## src/rtl/tdm_mux_4ch_pkg.sv

```systemverilog
// Shared definitions for the TDM multiplexer slice: FSM state encoding and
// default frame geometry.
package tdm_mux_4ch_pkg;

    typedef enum logic {
        ST_IDLE = 1'b0,
        ST_SEND = 1'b1
    } state_t;

    localparam int DEF_WIDTH = 8;
    localparam int DEF_NCH   = 4;

endpackage

```

## src/rtl/tdm_ch_counter.sv

```systemverilog
// Channel index counter for the TDM multiplexer; terminal count marks the
// last beat of a frame.
module tdm_ch_counter #(
    parameter int SELW = 2
) (
    input  logic            clk,
    input  logic            rst,
    input  logic            clr,
    input  logic            en,
    output logic [SELW-1:0] cnt,
    output logic            tc
);

    // Clear has priority so a new frame always restarts at channel 0.
    always_ff @(posedge clk or posedge rst) begin
        if (rst) begin
            cnt <= '0;
        end else if (clr) begin
            cnt <= '0;
        end else if (en) begin
            cnt <= cnt + SELW'(1);
        end
    end

    assign tc = (cnt == {SELW{1'b1}});

endmodule

```

## src/rtl/tdm_mux_4ch.sv

```systemverilog
// Time-division multiplexer: captures NCH channel words on load and emits
// them one beat at a time with select and frame markers.
module tdm_mux_4ch
    import tdm_mux_4ch_pkg::*;
#(
    parameter int WIDTH = DEF_WIDTH,
    parameter int NCH   = DEF_NCH,
    parameter int SELW  = $clog2(NCH)
) (
    input  logic               clk,
    input  logic               rst,
    input  logic               load,
    input  logic [NCH*WIDTH-1:0] ch_in,
    output logic               load_ready,
    output logic               busy,
    output logic               out_valid,
    input  logic               out_ready,
    output logic [WIDTH-1:0]   out_data,
    output logic [SELW-1:0]    out_sel,
    output logic               frame_start,
    output logic               frame_done
);

    state_t           state;
    state_t           state_nxt;
    logic             xfer;
    logic             last_beat;
    logic             last_xfer;
    logic             accept;
    logic             cnt_clr;
    logic             cnt_en;
    logic [SELW-1:0]  sel_next;
    logic [WIDTH-1:0] shadow [NCH];

    assign out_valid  = (state == ST_SEND);
    assign busy       = (state == ST_SEND);
    assign xfer       = out_valid && out_ready;
    assign last_xfer  = xfer && last_beat;
    // Accepting on the last-beat transfer lets frames run back to back.
    assign load_ready = (state == ST_IDLE) || last_xfer;
    assign accept     = load && load_ready;
    assign cnt_clr    = accept || last_xfer;
    assign cnt_en     = xfer && !last_beat;
    assign sel_next   = out_sel + SELW'(1);

    tdm_ch_counter #(
        .SELW (SELW)
    ) u_counter (
        .clk (clk),
        .rst (rst),
        .clr (cnt_clr),
        .en  (cnt_en),
        .cnt (out_sel),
        .tc  (last_beat)
    );

    always_ff @(posedge clk or posedge rst) begin
        if (rst) begin
            state <= ST_IDLE;
        end else begin
            state <= state_nxt;
        end
    end

    always_comb begin
        state_nxt = state;
        case (state)
            ST_IDLE: if (accept) state_nxt = ST_SEND;
            ST_SEND: begin
                if (accept) begin
                    state_nxt = ST_SEND;
                end else if (last_xfer) begin
                    state_nxt = ST_IDLE;
                end
            end
            default: state_nxt = ST_IDLE;
        endcase
    end

    always_ff @(posedge clk or posedge rst) begin
        if (rst) begin
            for (int k = 0; k < NCH; k++) begin
                shadow[k] <= '0;
            end
        end else if (accept) begin
            for (int k = 0; k < NCH; k++) begin
                shadow[k] <= ch_in[k*WIDTH +: WIDTH];
            end
        end
    end

    // Beat 0 comes straight from ch_in because the shadow copy lands on the same edge.
    always_ff @(posedge clk or posedge rst) begin
        if (rst) begin
            out_data    <= '0;
            frame_start <= 1'b0;
            frame_done  <= 1'b0;
        end else begin
            frame_done <= last_xfer;
            if (accept) begin
                out_data    <= ch_in[WIDTH-1:0];
                frame_start <= 1'b1;
            end else if (last_xfer) begin
                out_data    <= '0;
                frame_start <= 1'b0;
            end else if (xfer) begin
                out_data    <= shadow[sel_next];
                frame_start <= 1'b0;
            end
        end
    end

endmodule

```

## config.mk

```make
export PLATFORM = sky130hd
export DESIGN_NAME = tdm_mux_4ch
export DESIGN_NICKNAME = d
export VERILOG_FILES = /design/src/rtl/tdm_mux_4ch_pkg.sv /design/src/rtl/tdm_ch_counter.sv /design/src/rtl/tdm_mux_4ch.sv
export SDC_FILE = /design/constraint.sdc
export NUM_CORES = 1
export LEC_CHECK = 0
export CAP_MARGIN = 20
export CORE_ASPECT_RATIO = 1.25
export CORE_MARGIN = 2
export CORE_UTILIZATION = 40
export DETAILED_ROUTE_END_ITERATION = 12
export PLACE_DENSITY = 0.67
export SYNTH_ARGS = -nofsm -noshare
export SYNTH_HDL_FRONTEND = slang
export SYNTH_SLANG_ARGS = --single-unit
```

## constraint.sdc

```tcl
create_clock -name clk -period 1.9 [get_ports clk]
set_input_delay 0.38 -clock clk [delete_from_list [all_inputs] [get_ports clk]]
set_output_delay 0.38 -clock clk [all_outputs]
set_load 0.02 [all_outputs]
```

==> results of run 1 <==
per-layer routing:
layer,track usage,vias to the layer above
met4,0.0481,0
met1,0.184,722
li1,-,656
met3,0.0270,6
met2,0.300,30
met5,0,-
placed cells by master (no fill, tap or decap), types with 2 or more instances in the layout:
cell / instances
buf_12: 4
clkbuf_1: 2
a22oi_1: 8
nor2_1: 2
o211ai_1: 8
clkbuf_8: 5
dfrtp_1: 45
a21bo_2: 8
nand3_1: 9
inv_1: 2
mux2i_1: 8
mux2_4: 22
mux2_2: 10
clkdlybuf4s50_1: 49
buf_4: 10
per-stage QoR:
| stage | instances | instance area (um2) | TNS (ps) | utilization |
|---|---|---|---|---|
| 6_report | 270 | 2850 | 0 | 0.557 |
| 5_1_grt | 270 | 2850 | 0 | 0.557 |
| 4_1_cts | 269 | 2840 | 0 | 0.555 |
| 3_5_place_dp | 261 | 2760 | -1070 | 0.539 |
| 3_3_place_gp | 261 | 2760 | -667 | 0.539 |
| 2_1_floorplan | 147 | 2130 | 0 | - |
power groups by stage:
stage | sequential, mW | clock, mW | combinational, mW
after floorplan | 1.74 | 0 | 1.45
after global placement | 1.65 | 0 | 2.16
after detailed placement | 1.68 | 0 | 2.21
after CTS | 1.67 | 0.590 | 2.22
after global routing | 1.71 | 0.635 | 2.36
final | 1.67 | 0.578 | 2.21
worst min-delay path by stage:
stage                     slack [ps]  startpoint    endpoint
after detailed placement         480  shadow[30]  shadow[30]
after global placement           470  shadow[31]  shadow[31]
after global routing             460         rst   shadow[2]
after CTS                        410         rst   shadow[2]
after floorplan                  460  shadow[24]  shadow[24]
final                            400         rst   shadow[2]
synthesized netlist by cell type, drive strengths merged:
cell type	count
o221ai	1
inv	3
buf	10
o211ai	8
nand3	9
nand2	2
mux2	32
nand2b	1
nand4b	1
mux2i	9
ha	1
a21o	1
and3	1
dfrtp	45
a22o	1
a22oi	8
o22ai	1
clkbuf	1
a21bo	9
nor4bb	1
nor2	2
layout make-up:
| cell class | instances | area [um2] |
|---|---|---|
| fillers | 413 | 2270 |
| flip-flops and latches | 45 | 1130 |
| multi-input cells | 88 | 896 |
| repair buffers | 64 | 654 |
| well taps | 62 | 77.6 |
| clock buffers | 7 | 76.3 |
| inverters | 3 | 11.3 |
| clock inverters | 1 | 7.51 |
state kept, by name, indices dropped and copies added, names as in the netlist:
signal and count:
shadow 32, busy 1, u_counter.cnt 2, frame_done 1, out_data 8, frame_start 1
what timing repair did:
item | 4_1_cts | 5_1_grt
resized for setup | 1 | 0
setup endpoints to repair | 1 | 1
pin swaps | 0 | 0
cloned | 0 | 0
buffers inserted | 0 | 1
logic make-up (layout without fill, tap and decap cells):
kind of cell | Yosys count | count (layout) | synth area share
buffers and inverters | 14 | 75 | 0.0511
AO/OA/AOI/OAI | 29 | 29 | 0.116
flip-flops | 45 | 45 | 0.528
AND/OR/NAND/NOR | 17 | 17 | 0.0464
adder cells (fa/ha/maj) | 1 | 1 | 0.00587
multiplexers | 41 | 41 | 0.252
worst register-to-register path, stage by stage (launching register included):
cell	delay, ps
dfrtp_1	410
ha_1	220
a21bo_4	230
buf_4	180
nand2_4	110
buf_4	190
mux2_4	310
==> flow_metrics.tcl, run 1 <==
set metrics [dict create \
    status "complete, no violations" \
    synth_top_area_share 0.528 \
    grt_use_total 0.159 \
    ant_nets 0 \
    p_leak_nw 1.32 \
    chipHeight_um 85.6 \
    critical-path-top-delay-family "flip-flops" \
    synth_top_cell_by_area "dfrtp_1" \
    cap_viol_max_count 0 \
    p_comb_frac 0.496 \
    nNetsFinal 244 \
    p_int_mw 3.00 \
    pin_count 51 \
    grt-ovfl-total 0 \
    root_buffer "clkbuf_8" \
    hold_buffers 0 \
    critical-path-slowest-cell "dfrtp_1" \
    synth_fp_nets 184 \
    path_max_fanout 3 \
    setup.worst_path.start "u_counter.cnt[1]" \
    min_period_ps 1850 \
    clk_path_buf_depth 2 \
    grt_pass1_vias 1485 \
    max-slew-margin-rel 0.606 \
    setup_viol 0 \
    switchingPower_mw 1.45 \
    cts_tree "yes" \
    synth.cell_area_um2 2130 \
    place_ws_ps -106 \
    vias_per_cell 5.24 \
    vias 1414 \
    drt_wl_total_um 4600 \
    portBuffers 50 \
    cp-endpoint "load_ready" \
    drc 0 \
    htreeDepth 2 \
    r2r_cells 6 \
    fin_crit_sh 0.974 \
    final-max-slew-violation-count 0 \
    hold_viol 0 \
    drt_pre_antenna_iters 4 \
    worst_slack_ps 49.2 \
    reg2reg_slack_ps 130 \
    whs_ps 400 \
    ys_warn_count 0 \
    synthDistinctLibCells 28 \
    critical_path_required_ps 1520 \
    grt_max_degree 28 \
    cts_buffers 5 \
    avgSynthCellArea_um2 14.5 \
    wl_met1_um 1840 \
    wire_per_inst_um 17.0 \
    path_class "flip-flop to output pin" \
    critical_path_buf_inv_count 1 \
    die_w_um 69.3 \
    die_area_um2 5930 \
    clock_sinks 45 \
    gp_congestion 0.796 \
    crit_path_max_incr_delay_ps 410 \
    hp-class "input pin to asynchronous set/reset pin" \
    skew_ps 7.59 \
    top_layer_used "met4" \
    r2r_start "u_counter.cnt[1]" \
    r2r_end "shadow[20]" \
    core_um2 5120 \
    start_kind "flip-flop" \
    synthTopCellsByArea "dfrtp_1, mux2_4, mux2_2" \
    grt_pass1_wl_um 7450 \
    wl_met3_um 152 \
    dpl.hpwl_um 3320 \
    syn_inst 147 \
    row_count 29 \
    num_antenna_cells 0 \
    powerDensity_nw_per_um2 1560 \
    dr_wl_met2_um 2540 \
    worstMarginPinSlew_ps 579 \
    clkTransAtPathRegs_ps 90 \
    drtIter0Drc 68 \
    start_util 0.416 \
    path_depth 3 \
    cp-end-kind "output pin" \
    clk_latency_ps 300 \
    seqPwrFrac 0.374 \
    rsz0062_at_grt "false" \
    antenna_found_initial 0 \
    ys_ff_latch 45 \
    crit_arrival_ps 1470 \
    drive_above_1_share 0.308 \
    fmax_mhz 540 \
    power.total_mw 4.45 \
    area_delta_synth_final_pct 33.7 \
    worstPathCellList "ha_1, a21bo_4, dlygate4sd2_1" \
    ir_worst_vdd_mv 0.521 \
    p_clk_frac 0.130 \
    yosysSeqAreaShare 0.528 \
    p_sw_frac 0.327 \
]
No activity file was read; power rests on OpenSTA's default activity.
==> run 2, diff against run 1 <==
--- a/config.mk
+++ b/config.mk
@@ -8,9 +8,9 @@
 export CAP_MARGIN = 20
 export CORE_ASPECT_RATIO = 1.25
 export CORE_MARGIN = 2
-export CORE_UTILIZATION = 40
+export CORE_UTILIZATION = 49
 export DETAILED_ROUTE_END_ITERATION = 12
-export PLACE_DENSITY = 0.67
+export PLACE_DENSITY = 0.79
 export SYNTH_ARGS = -nofsm -noshare
 export SYNTH_HDL_FRONTEND = slang
 export SYNTH_SLANG_ARGS = --single-unit
==> flow_metrics.tcl, run 2 (same netlist as run 1, synthesis figures left out) <==
set metrics [dict create \
    ant_nets 0 \
    nNetsFinal 245 \
    regMostFlops "shadow" \
    clkTransAtPathRegs_ps 80 \
    regArea_um2 1130 \
    worstPathCellList "ha_1, a21bo_4, dlygate4sd2_1" \
    largest_register_ffs 32 \
    ir_worst_vdd_mv 0.799 \
    path_class "flip-flop to output pin" \
    grt_pass1_wl_um 8020 \
    skew_ps 5.65 \
    final_common_cell "clkdlybuf4s50_1" \
    grt_use_total 0.214 \
    area_delta_synth_final_pct 33.8 \
    crit_path_max_incr_delay_ps 410 \
    cts_buffers 5 \
    hp-class "input pin to asynchronous set/reset pin" \
    vias 1415 \
    instances_no_fill 264 \
    start_util 0.516 \
    hold_viol 0 \
    layout_common_cells "clkdlybuf4s50_1, dfrtp_1, mux2_4, buf_4, mux2_2" \
    antenna_found_initial 0 \
    grt-ovfl-total 0 \
    fillerInstances 315 \
    grt_pass1_vias 1615 \
    vias_per_cell 5.36 \
    wire_per_inst_um 18.0 \
    largestRegisters "shadow: 32 flops, out_data: 8 flops, u_counter.cnt: 2 flops" \
    drc 0 \
    worst_slack_ps 49.8 \
    clk_path_buf_depth 2 \
    worstMarginPinSlew_ps 597 \
    max-slew-margin-rel 0.594 \
    die_w_um 63.0 \
    pin_count 51 \
    min_period_ps 1850 \
    fmax_mhz 540 \
    powerDensity_nw_per_um2 1580 \
    crit_arrival_ps 1470 \
    cp-end-kind "output pin" \
    rsz0062_at_grt "false" \
    critical-path-slowest-cell "dfrtp_1" \
    fin_crit_sh 0.974 \
    gp_congestion 0.771 \
    clock_sinks 45 \
    drt_pre_antenna_iters 4 \
    start_kind "flip-flop" \
    multi_input_area_um2 896 \
    htreeDepth 2 \
    tns_ps 0 \
    clk_latency_ps 290 \
    drtIter0Drc 42 \
    drive_above_1_share 0.313 \
    setup_viol 0 \
    place_inst 256 \
    critical_path_required_ps 1520 \
    dpl.hpwl_um 3460 \
    core_um2 4130 \
    status "complete, no violations" \
    row_count 26 \
    num_antenna_cells 0 \
    drt_wl_total_um 4760 \
    path_max_fanout 3 \
    p_leak_nw 1.33 \
    cts_tree "yes" \
    chipHeight_um 77.7 \
    die_area_um2 4900 \
    root_buffer "clkbuf_8" \
    final-max-slew-violation-count 0 \
    place_ws_ps -100 \
    reg2reg_slack_ps 150 \
    cap_viol_max_count 0 \
    portBuffers 50 \
    grt_max_degree 46 \
]
-- run 2: cell types whose count changed in the layout (fill, tap and decap cells not counted) --
cell,change
clkinvlp_4,-1
clkbuf_1,-1
clkbuf_8,+1
buf_4,+1
-- run 2: final cells by class --
type | count | share of cell area
clock buffers | 7 | 0.0303
multi-input cells | 88 | 0.314
well taps | 56 | 0.0246
flip-flops and latches | 45 | 0.395
repair buffers | 65 | 0.232
inverters | 3 | 0.00395
-- run 2: critical path: cells and delay by family, from the launching register on --
kind            cells  cell delay, ps
fa+ha+maj           1             220
flops               1             410
compound gates      1             220
buf+inv             1             320
-- run 2: power breakdown --
part | leakage (nW) | internal [mW] | switching [mW]
combinational | 0.734 | 1.36 | 0.907
sequential | 0.551 | 1.41 | 0.256
clock | 0.0443 | 0.289 | 0.295
total | 1.33 | 3.05 | 1.46
-- run 2: worst paths after layout --
check | from | depth (start not counted) | endpoint
worst max-delay path | u_counter.cnt[1] | 3 | load_ready
worst min-delay path | rst | 3 | frame_done
worst max register to register | u_counter.cnt[1] | 6 | shadow[7]
worst min register to register | shadow[24] | 1 | shadow[24]
max in group asynchronous | rst | 3 | shadow[22]
min in group clk | shadow[24] | 1 | shadow[24]
-- run 2: routing by layer --
layer / track usage / wire length, um / vias up / part of all wire
met3: 0.0478 / 151 / 10 / 0.032
met1: 0.253 / 1900 / 717 / 0.40
li1: - / - / 657 / -
met5: 0 / 0 / - / 0
met2: 0.383 / 2610 / 31 / 0.55
met4: 0.0711 / 89 / 0 / 0.019
-- run 2: per-stage QoR --
step	hold slack, ps	cell area (um2)	total power [mW]	util
6_report	438	2850	4.51	0.690
5_1_grt	453	2850	4.77	0.690
4_1_cts	449	2840	4.54	0.688
3_5_place_dp	476	2760	3.94	0.668
3_3_place_gp	469	2760	3.83	0.668
2_1_floorplan	462	2130	3.20	-
-- run 2: timing repair --
action,CTS,global route
endpoints found under the setup margin,1,1
hold buffers,0,0
endpoints found under the hold margin,0,0
resized for setup,1,0
setup buffers,0,1
gates cloned,0,0
==> run 3, diff against run 2 <==
--- a/config.mk
+++ b/config.mk
@@ -11,6 +11,7 @@
 export CORE_UTILIZATION = 49
 export DETAILED_ROUTE_END_ITERATION = 12
 export PLACE_DENSITY = 0.79
+export SETUP_SLACK_MARGIN = 0.05
 export SYNTH_ARGS = -nofsm -noshare
 export SYNTH_HDL_FRONTEND = slang
 export SYNTH_SLANG_ARGS = --single-unit
==> flow_metrics.tcl, run 3 (same netlist as run 1, synthesis figures left out) <==
set metrics [dict create \
    status "complete, no violations" \
    ant_nets 0 \
    chipHeight_um 77.7 \
    vias_per_cell 5.37 \
    hp-class "input pin to asynchronous set/reset pin" \
    p_leak_nw 1.32 \
    worstPathCellList "ha_1, a21bo_4, buf_4, nand2_4, buf_12, mux2_2" \
    place_inst 256 \
    fin_crit_sh 0.928 \
    clock_sinks 45 \
    pin_count 51 \
    start_kind "flip-flop" \
    grt_max_degree 46 \
    hold_viol 0 \
    cp-end-kind "flip-flop" \
    num_antenna_cells 0 \
    drive_above_1_share 0.314 \
    fmax_mhz 567 \
    critical_path_required_ps 2080 \
    grt_pass1_wl_um 8020 \
    cap_viol_max_count 0 \
    die_area_um2 4900 \
    powerDensity_nw_per_um2 1580 \
    power.total_mw 4.49 \
    instances_no_fill 263 \
    rsz0062_at_grt "false" \
    clk_latency_ps 290 \
    cts_tree "yes" \
    path_class "flip-flop to flip-flop" \
    row_count 26 \
    portBuffers 50 \
    wire_per_inst_um 18.1 \
    critical-path-slowest-cell "dfrtp_1" \
    design_area_um2 2850 \
    ir_worst_vdd_mv 0.798 \
    clkTransAtPathRegs_ps 80 \
    critical-path-top-delay-family "flip-flops" \
    final-max-slew-violation-count 0 \
    root_buffer "clkbuf_8" \
    regMostFlops "shadow" \
    worstMarginPinSlew_ps 588 \
    dpl.hpwl_um 3460 \
    layout_common_cells "clkdlybuf4s50_1, dfrtp_1, mux2_4, mux2_2, buf_4" \
    drt_wl_total_um 4760 \
    drt_pre_antenna_iters 4 \
    max-slew-margin-rel 0.600 \
    post_cts_buffers 0 \
    start_util 0.516 \
    gp_congestion 0.771 \
    crit_path_max_incr_delay_ps 420 \
    skew_ps 5.79 \
    setup_viol 0 \
    crit_arrival_ps 1940 \
    critical_path_buf_inv_count 2 \
    core_um2 4130 \
    nNetsFinal 244 \
    path_max_fanout 13 \
    min_period_ps 1760 \
    htreeDepth 2 \
    grt_use_total 0.214 \
    drc 0 \
    grt_pass1_vias 1615 \
    clk_path_buf_depth 2 \
    largest_register_ffs 32 \
    grt-ovfl-total 0 \
    area_delta_synth_final_pct 33.5 \
    hold_buffers 0 \
    antenna_found_initial 0 \
    final_common_cell "clkdlybuf4s50_1" \
    placed_area_um2 2760 \
    vias 1413 \
    die_w_um 63.0 \
    cts_buffers 5 \
    drtIter0Drc 35 \
    largestRegisters "shadow: 32 flops, out_data: 8 flops, u_counter.cnt: 2 flops" \
]
-- run 3: changes by cell type in the layout (fill, tap and decap cells not counted) --
cell and change:
buf_4 -1, clkbuf_2 +1, clkdlybuf4s50_1 -2, dlygate4sd2_1 -1, dlymetal6s2s_1 +2
-- run 3: worst register-to-register path, cell delays in order (launching register included) --
cell	delay, ps
dfrtp_1	420
ha_1	230
a21bo_4	220
buf_4	170
nand2_4	110
buf_12	160
mux2_2	340
-- run 3: per-stage QoR --
| step | worst slack, ps | utilization | TNS, ps | hold slack [ps] |
|---|---|---|---|---|
| floorplan | 154 | - | 0 | 462 |
| global placement | -83.3 | 0.668 | -641 | 469 |
| detailed placement | -100 | 0.668 | -1090 | 476 |
| CTS | 61.2 | 0.689 | 0 | 449 |
| global route | 59.4 | 0.689 | 0 | 453 |
| finish | 137 | 0.689 | 0 | 437 |
-- run 3: final timing paths --
| check | from | endpoint | slack, ps | cells after the start |
|---|---|---|---|---|
| worst max-delay path | u_counter.cnt[1] | shadow[7] | 140 | 6 |
| worst min-delay path | rst | frame_done | 440 | 3 |
| worst max register to register | u_counter.cnt[1] | shadow[7] | 140 | 6 |
| worst min register to register | shadow[24] | shadow[24] | 490 | 1 |
| max in group asynchronous | rst | shadow[22] | 1250 | 3 |
| min in group clk | shadow[24] | shadow[24] | 490 | 1 |
-- run 3: report_power, final --
part           total, mW  internal [mW]  switching (mW)
clock              0.584          0.289           0.295
combinational       2.24           1.34           0.901
sequential          1.67           1.41           0.257
-- run 3: metal layers --
| metal | up-vias | track usage | share of wire |
|---|---|---|---|
| li1 | 654 | - | - |
| met3 | 10 | 0.0478 | 0.029 |
| met4 | 0 | 0.0711 | 0.019 |
| met2 | 27 | 0.383 | 0.55 |
| met5 | - | 0 | 0 |
| met1 | 722 | 0.253 | 0.40 |
-- run 3: layout make-up --
| cell class | instances | area, um2 |
|---|---|---|
| repair buffers | 64 | 656 |
| clock buffers | 7 | 86.3 |
| flip-flops and latches | 45 | 1130 |
| fillers | 315 | 1290 |
| multi-input cells | 88 | 896 |
| inverters | 3 | 11.3 |
| well taps | 56 | 70.1 |
-- run 3: what timing repair did --
| item | CTS | global route |
|---|---|---|
| endpoints found under the setup margin | 1 | 3 |
| gates cloned | 0 | 0 |
| resized for setup | 2 | 3 |
| pin swaps | 0 | 0 |
